==> src/rtl/rst_set_pkg.sv <==
// rst_set_pkg: state encoding and default timing parameters shared by the reset/set generator.
package rst_set_pkg;
  typedef enum logic [1:0] {HOLD = 2'd0, IDLE = 2'd1, SETP = 2'd2, SOFTR = 2'd3} state_t;
  localparam int SYNC_STAGES_DEF = 2;
  localparam int RST_HOLD_DEF = 8;
  localparam int SET_HOLD_DEF = 4;
endpackage

==> src/rtl/rst_set_gen_sync.sv <==
// rst_sync: async-assert / sync-deassert chain cleared by either reset source.
module rst_sync #(
  parameter int SYNC_STAGES = rst_set_pkg::SYNC_STAGES_DEF
) (
  input  logic clk,
  input  logic rst,
  input  logic ext_rst_n,
  output logic sync_n
);
  logic arst_n;
  logic [SYNC_STAGES-1:0] chain;
  assign arst_n = rst & ext_rst_n;
  always_ff @(posedge clk or negedge arst_n)
    if (!arst_n) chain <= '0;
    else chain <= {chain[SYNC_STAGES-2:0], 1'b1};
  assign sync_n = chain[SYNC_STAGES-1];
endmodule

==> src/rtl/rst_set_gen.sv <==
// rst_set_gen: generates a synchronised downstream reset plus soft reset and set pulses.
module rst_set_gen
  import rst_set_pkg::*;
#(
  parameter int SYNC_STAGES = SYNC_STAGES_DEF,
  parameter int RST_HOLD = RST_HOLD_DEF,
  parameter int SET_HOLD = SET_HOLD_DEF
) (
  input  logic       clk,
  input  logic       rst,
  input  logic       ext_rst_n,
  input  logic       soft_rst_req,
  input  logic       soft_set_req,
  output logic       rst_o_n,
  output logic       set_o,
  output logic [1:0] state,
  output logic       ready
);
  localparam int HMAX = RST_HOLD > SET_HOLD ? RST_HOLD : SET_HOLD;
  localparam int CW = $clog2(HMAX + 1);
  localparam logic [CW-1:0] CMAX = CW'(HMAX);
  logic arst_n, sync_n, rst_q, set_q, rst_d, set_d, rst_done, set_done;
  logic [CW-1:0] cnt, cnt_d, cnt_inc;
  state_t st, st_d;
  assign arst_n = rst & ext_rst_n;
  rst_sync #(.SYNC_STAGES(SYNC_STAGES)) u_sync (
    .clk(clk),
    .rst(rst),
    .ext_rst_n(ext_rst_n),
    .sync_n(sync_n)
  );
  assign cnt_inc = cnt == CMAX ? cnt : cnt + CW'(1);
  assign rst_done = cnt == CW'(RST_HOLD - 1);
  assign set_done = cnt == CW'(SET_HOLD - 1);
  // Soft reset always wins over a set request, and also aborts a set in progress.
  always_comb begin
    st_d = st;
    cnt_d = cnt_inc;
    rst_d = rst_q;
    set_d = set_q;
    unique case (st)
      HOLD: begin
        if (!sync_n) cnt_d = cnt;
        else if (rst_done) begin
          st_d = IDLE;
          cnt_d = '0;
          rst_d = 1'b1;
        end
      end
      IDLE: begin
        cnt_d = '0;
        if (soft_rst_req) begin
          st_d = SOFTR;
          rst_d = 1'b0;
        end else if (soft_set_req) begin
          st_d = SETP;
          set_d = 1'b1;
        end
      end
      SETP: begin
        if (soft_rst_req) begin
          st_d = SOFTR;
          cnt_d = '0;
          rst_d = 1'b0;
          set_d = 1'b0;
        end else if (set_done) begin
          st_d = IDLE;
          cnt_d = '0;
          set_d = 1'b0;
        end
      end
      SOFTR: begin
        if (rst_done) begin
          st_d = IDLE;
          cnt_d = '0;
          rst_d = 1'b1;
        end
      end
    endcase
  end
  always_ff @(posedge clk or negedge arst_n)
    if (!arst_n) begin
      st <= HOLD;
      cnt <= '0;
      rst_q <= 1'b0;
      set_q <= 1'b0;
    end else begin
      st <= st_d;
      cnt <= cnt_d;
      rst_q <= rst_d;
      set_q <= set_d;
    end
  assign rst_o_n = rst_q;
  assign set_o = set_q;
  assign state = st;
  assign ready = st == IDLE && rst_q;
endmodule

==> config.mk <==
export PLATFORM = sky130hd
export DESIGN_NAME = rst_set_gen
export DESIGN_NICKNAME = d
export VERILOG_FILES = /design/src/rtl/rst_set_pkg.sv /design/src/rtl/rst_set_gen_sync.sv /design/src/rtl/rst_set_gen.sv
export SDC_FILE = /design/constraint.sdc
export NUM_CORES = 1
export LEC_CHECK = 0
export BUFFER_PORTS_ARGS = -buffer_cell sky130_fd_sc_hd__buf_2
export CAP_MARGIN = 30
export CORE_MARGIN = 2
export CORE_UTILIZATION = 41
export CTS_BUF_LIST = sky130_fd_sc_hd__clkbuf_8
export DETAILED_ROUTE_END_ITERATION = 7
export PLACE_DENSITY_LB_ADDON = 0.1
export RECOVER_POWER = 25
export SYNTH_ARGS = -nofsm -noshare
export SYNTH_HDL_FRONTEND = slang
export SYNTH_SLANG_ARGS = --single-unit
==> constraint.sdc <==
create_clock -name clk -period 4.2 [get_ports clk]
set_input_delay 0.84 -clock clk [delete_from_list [all_inputs] [get_ports clk]]
set_output_delay 0.84 -clock clk [all_outputs]
set_load 0.05 [all_outputs]
Word-level counts from Yosys, hierarchy flattened --
Cells that the tools add are included.
Storage, ports and cells: register bits 10, input port bits 5, output and inout port bits 5, word-level logic and storage cells 48
Cells by class: add/sub/neg operators 1, eq/ne operators 12, muxes and demuxes 22, bitwise logic cells 1, reductions and logical operators 7
Operators by type and width (number):
- 4-bit 2-to-1 mux | 5
- 4-bit case mux with 4 select lines | 1
- 2-bit 2-to-1 mux | 6
- 2-bit case mux with 4 select lines | 1
- 1-bit 2-to-1 mux | 7
- 3-bit != test (second input constant) | 2
- 4-bit by 1-bit adder with 4-bit output (second input constant) | 1
- 2-bit == test (second input constant) | 2
- 4-bit by 2-bit == test with 1-bit output (second input constant) | 1
- 4-bit by 3-bit == test with 1-bit output (second input constant) | 1
- 4-bit == test (second input constant) | 1
- 2-bit by 1-bit != test with 1-bit output (second input constant) | 2
- 2-bit != test (second input constant) | 2
- 4-bit AND reduction | 1
- 1-bit case mux with 3 select lines | 1
- 3-bit AND reduction | 1
- 2-bit by 1-bit == test with 1-bit output (second input constant) | 1
- 2-bit logical NOT | 1
- 1-bit case mux with 2 select lines | 1
- 2-bit AND reduction | 1
- 2-bit nonzero test | 1
- 2-bit OR reduction | 1
- 1-bit AND | 1
- 1-bit logical AND | 1

Logic depth before layout (Yosys ltp) --
Gate-level depths: netlist of run 1.
depth after elaboration 5, gate-level depth with buffers 6, depth with buffers taken out 6

Cells and area by module --
From an unflattened synthesis of run 1, not the netlist that was laid out.
Unflattened totals: cells, all modules 66, area, all modules 620.6 um^2
Modules (own cells, without submodules):
- rst_set_gen | instances 1, cells each 62, area each 560.5 um^2, seq. area each 200.2 um^2
- rst_sync | instances 1, cells each 4, area each 60.1 um^2, seq. area each 50.0 um^2

Least setup slack after synthesis of run 1 --
OpenSTA, ideal clock, no wires.
kind register to output, start register st[0] (netlist: state[0]), end output ready, arrival 1390 ps, required time 3360 ps, slack 1970 ps, stages on the path, launching flop included 3, path buffers 0, cells stage by stage dfrtp_1 ha_1 and2_1
On the way: word-level cells in the longest chain between the ends 2
RTL lines:
- start, declared | line rst_set_gen.sv:24 | state_t st, st_d;
- start signal, assigned | line rst_set_gen.sv:88 | st <= st_d;
- 2-bit by 1-bit == test with 1-bit output | line rst_set_gen.sv:96 | assign ready = st == IDLE && rst_q;
- 1-bit logical AND | line rst_set_gen.sv:96
- end, declared | line rst_set_gen.sv:17 | output logic ready
Every way passes these cells.

Worst setup path in the final report of run 1 --
start register st[1] (netlist: state[1]), end output ready
The elaborated chain is that of the path after synthesis.

==> impl_metrics.csv, run 1 <==
group,metric,value,unit
floorplanning,dieArea,0.00182,mm^2
sta,worst_slew_pin_slew,0.659,ns
synthesis,yosysWarnings,0,
floorplanning,num_rows,13,
sta,period_minus_slack,2.27,ns
drt,first_iter_violations,13,
worst_setup_path,worstPathArrival,1.43,ns
power,power_density,808,mW/mm^2
worst_hold_path,whs_endpoint,"u_sync.chain[1]",
placed_design,globalplace.congestion,0.733,
worst_setup_path,slowest_stage,"dfrtp_1",
grt,grt_pass1_wl,2100,um
worst_hold_path,hold_depth,0,
final_layout,diodes,0,
worst_setup_path,crit_required,3.36,ns
drt,remaining_drc_errors,0,
power,switching_share,45.9,%
floorplanning,core_area,0.00135,mm^2
final_layout,layout-drive-gt1-share,21.8,%
drt,num_vias,511,
floorplanning,start_util,45.5,%
worst_hold_path,min_path_type,"reg2reg",
worst_setup_path,crit-reg2reg-launch,"state[0]",
sta,hold_ws,0.347,ns
synthesis,ys_seq_area_share,40.7,%
sta,fin_skew,0.00386,ns
clock_network,tritoncts,"built",
worst_setup_path,slowest_delay,0.40,ns
power,seq_power_share,26.9,%
clock_network,cts_setup_buffers,0,
synthesis,synth-xor-area-share,0,%
synthesis,synthDistinctLibCells,29,
sta,timing.fmax,441,MHz
synthesis,synth_compound_area_share,25.3,%
final_layout,multiInputGateArea,327,um^2
synthesis,synthSimpleGateAreaFrac,13.0,%
clock_network,insertion_delay,0.24,ns
final_layout,seqCellArea,250,um^2
synthesis,async_reset_ff_share,100,%
run_status,outcome,"completed",
power,pwr-share-comb,53.0,%
worst_setup_path,crit_type,"reg2out",
worst_setup_path,ff2ff_setup_slack,2.47,ns
floorplanning,io_pins,10,
synthesis,synthesis.nets,75,
drt,wl_per_cell,13.1,um
power,internal_power,320,uW
worst_setup_path,path_buf_inv,2,
sta,setup_violations,0,
synthesis,syn_area_per_cell,9.45,um^2
synthesis,synthAdderAreaFrac,10.2,%
sta,tns,0,ns
power,peakVddDrop,0.000459,V
clock_network,clockBufferDepth,2,
floorplanning,chipHeight,42.7,um
worst_setup_path,cp-start-kind,"flop",
sta,slew-limit-headroom,56.0,%
synthesis,netlist_instances,65,
worst_setup_path,cp_top_family,"flip-flops",
final_layout,nNetsFinal,89,
job,cap_violations,0,
worst_setup_path,r2r_end,"state[1]",
synthesis,synth_top_family_by_area,"compound AO/OA/AOI/OAI gates",
synthesis,yosys.area.top_type,"dfrtp_1",
worst_setup_path,crit_chain,"inv_1 -> ha_1 -> and2_1 -> buf_2",
synthesis,ys_ff_latch,10,
worst_setup_path,cp-end-kind,"output port",
placed_design,hpwl,912,um
clock_network,cts_hold_buf,0,
power,clkPwrFrac,20.1,%
clock_network,cts_sinks,10,
sta,finalHoldViolations,0,
clock_network,cts_buffers,3,
clock_network,clk_transition_reported_paths,0.05,ns
drt,wirelength,1220,um
grt,antenna_found_initial,0,
drt,dr.pass1.iters,6,
floorplanning,fp.dieW,42.7,um
drt,ant_nets,0,
synthesis,synth-main-ff-cell,"dfrtp_1",
synthesis,synth.area.mux_share,4.07,%
synthesis,synth_area_leaders,"dfrtp_1, ha_1, o21ai_0, inv_1, mux2_4",
worst_setup_path,r2r_cells,6,
worst_hold_path,min_from,"u_sync.chain[0]",
sta,post-route-period-util,54.0,%
clock_network,cts_max_level,1,
placed_design,portBuffers,9,
clock_network,postCtsResizedCells,0,
sta,maxSlewViolCount,0,
synthesis,syn-cell-area,614,um^2
synthesis,synth-edff-count,0,
final_layout,n_fill_cell,130,
sta,rsz0062_at_grt,"no",
grt,grt_overflow,0,
synthesis,synthTopCellsByCount,"dfrtp_1, inv_1, o21ai_0",
final_layout,area_delta_synth_final,19.3,%
worst_setup_path,path_max_fanout,7,
grt,grt_usage,16.2,%
grt,grt_pass1_vias,479,
power,switchingPower,272,uW
power,leakage,0.347,nW
synthesis,synth_top_area_share,40.7,%
drt,viasPerCell,5.49,
clock_network,cts_root_buf,"clkbuf_8",
grt,grt_max_degree,11,
-- power groups by stage --
stage	clock network [mW]	registers [mW]	logic, mW
6_report	0.119	0.159	0.314
5_1_grt	0.126	0.164	0.346
4_1_cts	0.121	0.159	0.313
3_5_place_dp	0	0.161	0.309
3_3_place_gp	0	0.160	0.310
2_1_floorplan	0	0.215	0.189
-- how the worst max path moves through the flow --
stage | startpoint | endpoint | slack [ns] | depth (start not counted)
global route | state[1] | ready | 1.84 | 4
finish | state[1] | ready | 1.93 | 4
floorplan | state[0] | ready | 1.97 | 2
detailed placement | state[1] | ready | 2.21 | 4
global placement | state[1] | ready | 2.25 | 4
CTS | state[1] | ready | 1.94 | 4
-- worst register-to-register path, stage by stage, from the launching register on --
cell and delay [ns]:
dfrtp_1 0.39, inv_1 0.10, ha_1 0.17, nor2b_1 0.41
a211oi_2 0.10, o21ai_2 0.12, mux2_4 0.32
-- cell usage in the layout, fill, tap and decap left out, drive strengths merged, types with 4 or more instances in the layout --
cell | synthesis | final
clkbuf | 0 | 4
dfrtp | 10 | 10
inv | 10 | 10
buf | 0 | 9
ha | 5 | 5
o21ai | 10 | 10
-- metrics by stage --
step / cells / utilization (%) / power [mW] / instance area [um^2] / setup WS, ns
global route: 93 / 54.3 / 0.636 / 733 / 1.84
CTS: 93 / 54.3 / 0.594 / 733 / 1.94
global placement: 89 / 50.2 / 0.470 / 678 / 2.25
finish: 93 / 54.3 / 0.592 / 733 / 1.93
floorplan: 65 / - / 0.403 / 614 / 1.97
detailed placement: 89 / 50.2 / 0.470 / 678 / 2.21
-- layout make-up --
type	count	area share, %
Clock buffer	4	7.51
Inverter	10	5.12
Multi-Input combinational cell	45	44.5
Sequential cell	10	34.1
Tap cell	15	2.56
Timing Repair Buffer	9	6.14
-- state kept, by name (all words and copies together), names as in the netlist --
register / count
rst_o_n: 1
state: 2
cnt: 4
set_o: 1
u_sync.chain: 2
-- per-layer routing --
layer | track usage [%] | part of all wire (%) | vias up
met2 | 22.7 | 43 | 21
li1 | - | - | 257
met3 | 8.09 | 5.9 | 6
met1 | 19.8 | 48 | 227
met5 | 0 | 0 | -
met4 | 8.75 | 2.6 | 0
-- cells by family after synthesis --
| kind of cell | Yosys count |
|---|---|
| and+or+nand+nor | 14 |
| muxes | 2 |
| AOI/OAI and AO/OA | 23 |
| other | 1 |
| buffers and inverters | 10 |
| DFF | 10 |
| adders and majority gates | 5 |
(Power assumes the default switching activity.)
==> run 2: changes to the inputs <==
==> constraint.sdc (replaced) <==
create_clock -name clk -period 2.1 [get_ports clk]
set_input_delay 0.42 -clock clk [delete_from_list [all_inputs] [get_ports clk]]
set_output_delay 0.42 -clock clk [all_outputs]
set_load 0.05 [all_outputs]
==> impl_metrics.csv, run 2 (same netlist as run 1, synthesis figures left out) <==
group,metric,value,unit
worst_setup_path,path_buf_inv,2,
worst_setup_path,crit_required,1.68,ns
floorplanning,num_rows,13,
grt,grt_max_degree,11,
floorplanning,start_util,45.5,%
worst_setup_path,crit_type,"reg2out",
placed_design,globalplace.congestion,0.745,
grt,gr-max-usage-layer,"met2",
final_layout,largest_reg_flops,4,
drt,wl_per_cell,13.6,um
clock_network,clockBufferDepth,2,
drt,dr.pass1.iters,4,
sta,timing.fmax,537,MHz
sta,fin_ws,0.237,ns
final_layout,layout.cells.non_filler,93,
sta,fin_skew,0.00148,ns
worst_setup_path,slowest_delay,0.41,ns
drt,num_vias,519,
drt,ant_nets,0,
final_layout,diodes,0,
drt,remaining_drc_errors,0,
sta,worst_slew_pin_slew,0.671,ns
sta,period_minus_slack,1.86,ns
grt,grt.met2_usage,27.3,%
sta,slew-limit-headroom,55.2,%
worst_setup_path,crit_chain,"inv_1 -> ha_1 -> and2_1 -> buf_2",
placed_design,portBuffers,9,
worst_hold_path,min_path_type,"in2async",
worst_setup_path,slowest_stage,"dfrtp_1",
worst_setup_path,ff2ff_setup_slack,0.36,ns
clock_network,clk_transition_reported_paths,0.05,ns
job,cap_violations,0,
sta,post-route-period-util,88.7,%
floorplanning,chipHeight,42.7,um
run_status,outcome,"completed",
clock_network,cts_root_buf,"clkbuf_8",
placed_design,hpwl,915,um
grt,antenna_found_initial,0,
final_layout,final_cell_mix,"inv_1, dfrtp_1, buf_2, o21ai_0, ha_1",
sta,setup_violations,0,
final_layout,top_register,"cnt",
worst_setup_path,worstPathArrival,1.44,ns
drt,wirelength,1260,um
worst_setup_path,cp-start-kind,"flop",
power,design_power_total,1.19,mW
worst_setup_path,cp-end-kind,"output port",
final_layout,finish.utilization,54.3,%
drt,viasPerCell,5.58,
clock_network,tritoncts,"built",
clock_network,cts_sinks,10,
grt,grt_pass1_vias,540,
final_layout,nNetsFinal,89,
worst_setup_path,r2r_end,"state[1]",
grt,grt_usage,16.8,%
placed_design,dp_cells,89,
sta,rsz0062_at_grt,"no",
floorplanning,dieArea,0.00182,mm^2
sta,tns,0,ns
final_layout,area_delta_synth_final,19.3,%
grt,grt_overflow,0,
grt,met3_usage,3.83,%
clock_network,cts_setup_buffers,0,
final_layout,layout-drive-gt1-share,21.8,%
sta,finalHoldViolations,0,
power,peakVddDrop,0.00116,V
worst_setup_path,path_max_fanout,7,
clock_network,insertion_delay,0.24,ns
power,power_density,1620,mW/mm^2
grt,grt_pass1_wl,2360,um
clock_network,postCtsResizedCells,0,
grt,met1_usage,23.3,%
sta,maxSlewViolCount,0,
worst_setup_path,cp_top_family,"flip-flops",
final_layout,n_fill_cell,140,
floorplanning,core_area,0.00135,mm^2
floorplanning,io_pins,10,
drt,first_iter_violations,16,
clock_network,cts_hold_buf,0,
floorplanning,fp.dieW,42.7,um
power,leakage,0.347,nW
clock_network,cts_max_level,1,
clock_network,cts_buffers,3,
worst_setup_path,r2r_cells,6,
worst_setup_path,crit-reg2reg-launch,"state[0]",
placed_design,dp_worst_setup_slack,0.356,ns
run 2: cell counts in the layout (fill, tap and decap cells not counted):
Identical to the previous run, type by type.
run 2: how the worst max path moves through the flow:
stage	from	cells past startpoint	to	slack, ns
6_report	state[1]	4	ready	0.24
5_1_grt	state[1]	4	ready	0.15
4_1_cts	state[1]	4	ready	0.24
3_5_place_dp	state[0]	6	state[1]	0.36
3_3_place_gp	state[0]	6	state[1]	0.37
2_1_floorplan	state[0]	6	state[1]	0.20
run 2: final cells by class:
class	count	area, um^2	area share [%]
timing repair buffer	9	45.0	6.14
clock buffer	4	55.1	7.51
inverter	10	37.5	5.12
tap	15	18.8	2.56
sequential	10	250	34.1
multi-input combinational	45	327	44.5
run 2: report_power, final:
group	switching, mW	total, mW	internal [mW]
clock network	0.0825	0.248	0.165
logic	0.403	0.622	0.219
registers	0.0628	0.319	0.256
total	0.548	1.19	0.641
run 2: layer usage:
| layer | vias to the layer above | part of all wire (%) |
|---|---|---|
| met5 | - | 0 |
| met4 | 0 | 0 |
| met3 | 0 | 5.5 |
| met2 | 16 | 47 |
| met1 | 245 | 47 |
| li1 | 258 | - |
run 2: per-stage QoR:
stage / hold WS [ns] / area, um^2
5_1_grt: 0.366 / 733
3_3_place_gp: 0.344 / 678
4_1_cts: 0.244 / 733
2_1_floorplan: 0.331 / 614
3_5_place_dp: 0.342 / 678
6_report: 0.299 / 733
run 2: worst reg2reg max path, cell delays in order (launching register included):
cell and delay (ns):
dfrtp_1 0.40, inv_1 0.10, ha_1 0.18, nor2b_1 0.43
a211oi_2 0.10, o21ai_2 0.12, mux2_4 0.31
==> run 3: changes to the inputs <==
--- a/config.mk
+++ b/config.mk
@@ -5,12 +5,12 @@
 export SDC_FILE = /design/constraint.sdc
 export NUM_CORES = 1
 export LEC_CHECK = 0
-export BUFFER_PORTS_ARGS = -buffer_cell sky130_fd_sc_hd__buf_2
 export CAP_MARGIN = 30
 export CORE_MARGIN = 2
 export CORE_UTILIZATION = 41
 export CTS_BUF_LIST = sky130_fd_sc_hd__clkbuf_8
 export DETAILED_ROUTE_END_ITERATION = 7
+export DONT_BUFFER_PORTS = 1
 export PLACE_DENSITY_LB_ADDON = 0.1
 export RECOVER_POWER = 25
 export SYNTH_ARGS = -nofsm -noshare
==> impl_metrics.csv, run 3 (same netlist as run 1, synthesis figures left out) <==
group,metric,value,unit
run_status,outcome,"completed",
sta,period_minus_slack,1.76,ns
power,peakVddDrop,0.000958,V
clock_network,cts_setup_buffers,0,
grt,grt_pass1_wl,2000,um
final_layout,finish.utilization,53.2,%
power,internal_power,644,uW
drt,first_iter_violations,16,
drt,ant_nets,0,
power,clkPwrFrac,21.0,%
floorplanning,dieArea,0.00182,mm^2
drt,wl_per_cell,13.8,um
floorplanning,core_area,0.00135,mm^2
final_layout,diodes,0,
worst_hold_path,min_path_type,"in2async",
floorplanning,num_rows,13,
drt,num_vias,508,
clock_network,cts_root_buf,"clkbuf_8",
clock_network,clockBufferDepth,2,
sta,timing.fmax,569,MHz
floorplanning,start_util,45.5,%
placed_design,hpwl,859,um
worst_setup_path,crit_type,"reg2out",
final_layout,layout-drive-gt1-share,16.4,%
clock_network,cts_hold_buf,0,
placed_design,placed_cell_area,663,um^2
power,seq_power_share,32.1,%
clock_network,clk_transition_reported_paths,0.05,ns
power,leakage,0.330,nW
clock_network,insertion_delay,0.24,ns
worst_setup_path,crit_required,1.68,ns
grt,grt_pass1_vias,436,
final_layout,final_cell_mix,"inv_1, dfrtp_1, o21ai_0, ha_1",
grt,grt_usage,15.6,%
power,pwr-share-comb,46.9,%
floorplanning,io_pins,10,
sta,slew-limit-headroom,55.2,%
sta,worst_slew_pin_slew,0.671,ns
worst_setup_path,startpoint,"state[1]",
clock_network,cts_buffers,3,
drt,remaining_drc_errors,0,
grt,grt_overflow,0,
sta,post-route-period-util,83.6,%
drt,dr.pass1.iters,4,
final_layout,top_register,"cnt",
floorplanning,chipHeight,42.7,um
drt,viasPerCell,5.77,
job,cap_violations,0,
clock_network,postCtsResizedCells,0,
sta,fin_skew,0.00114,ns
sta,finalHoldViolations,0,
worst_setup_path,cp-start-kind,"flop",
floorplanning,fp.dieW,42.7,um
final_layout,largest_reg_flops,4,
placed_design,portBuffers,0,
worst_setup_path,worstPathArrival,1.34,ns
final_layout,nNetsFinal,84,
sta,maxSlewViolCount,0,
final_layout,final_area,718,um^2
sta,rsz0062_at_grt,"no",
worst_setup_path,cp-end-kind,"output port",
worst_setup_path,crit-reg2reg-launch,"cnt[0]",
final_layout,n_fill_cell,123,
sta,setup_violations,0,
grt,antenna_found_initial,0,
clock_network,cts_sinks,10,
clock_network,cts_max_level,1,
placed_design,globalplace.congestion,0.742,
power,switchingPower,543,uW
power,power_density,1650,mW/mm^2
clock_network,tritoncts,"built",
worst_setup_path,path_max_fanout,7,
sta,tns,0,ns
worst_setup_path,ff2ff_setup_slack,0.44,ns
grt,grt_max_degree,11,
drt,wirelength,1210,um
power,switching_share,45.7,%
final_layout,area_delta_synth_final,16.9,%
==> run 3: worst paths after layout <==
check	end	cells past startpoint
max in group asynchronous	cnt[0]	1
min in group clk	u_sync.chain[1]	0
setup reg to reg	cnt[1]	5
hold / removal	rst_o_n	1
hold reg to reg	u_sync.chain[1]	0
setup / recovery	ready	4
==> run 3: through the flow <==
step	std cells	hold slack, ns	power [mW]	worst slack [ns]
after floorplan	65	0.331	0.807	0.201
after global placement	84	0.340	0.943	0.493
after detailed placement	84	0.343	0.934	0.454
after CTS	88	0.155	1.20	0.337
after global routing	88	0.279	1.29	0.257
final	88	0.221	1.19	0.344
==> run 3: final cells by class <==
type / instances / area, um^2 / area share [%]
flip-flops and latches: 10 / 250 / 34.8
well taps: 15 / 18.8 / 2.61
repair buffers: 4 / 30.0 / 4.18
inverters: 10 / 37.5 / 5.23
multi-input cells: 45 / 327 / 45.5
clock buffers: 4 / 55.1 / 7.67
==> run 3: layer usage <==
layer | up-vias | track usage, % | part of all wire (%)
li1 | 248 | - | -
met1 | 239 | 19.7 | 46
met2 | 17 | 21.8 | 45
met3 | 4 | 6.81 | 6.6
met4 | 0 | 9.38 | 2.1
met5 | - | 0 | 0
==> run 3: worst max-delay path, cell delays in order, from the launching register on <==
cell,delay [ns]
dfrtp_1,0.39
inv_1,0.08
ha_1,0.27
and2_1,0.16
buf_4,0.19
==> run 3: power groups by stage <==
stage                     Sequential, mW  Clock [mW]  Combinational [mW]
after floorplan                    0.429           0               0.377
after global placement             0.380           0               0.562
after detailed placement           0.383           0               0.551
after CTS                          0.380       0.258               0.559
after global routing               0.390       0.270               0.626
final                              0.381       0.249               0.557
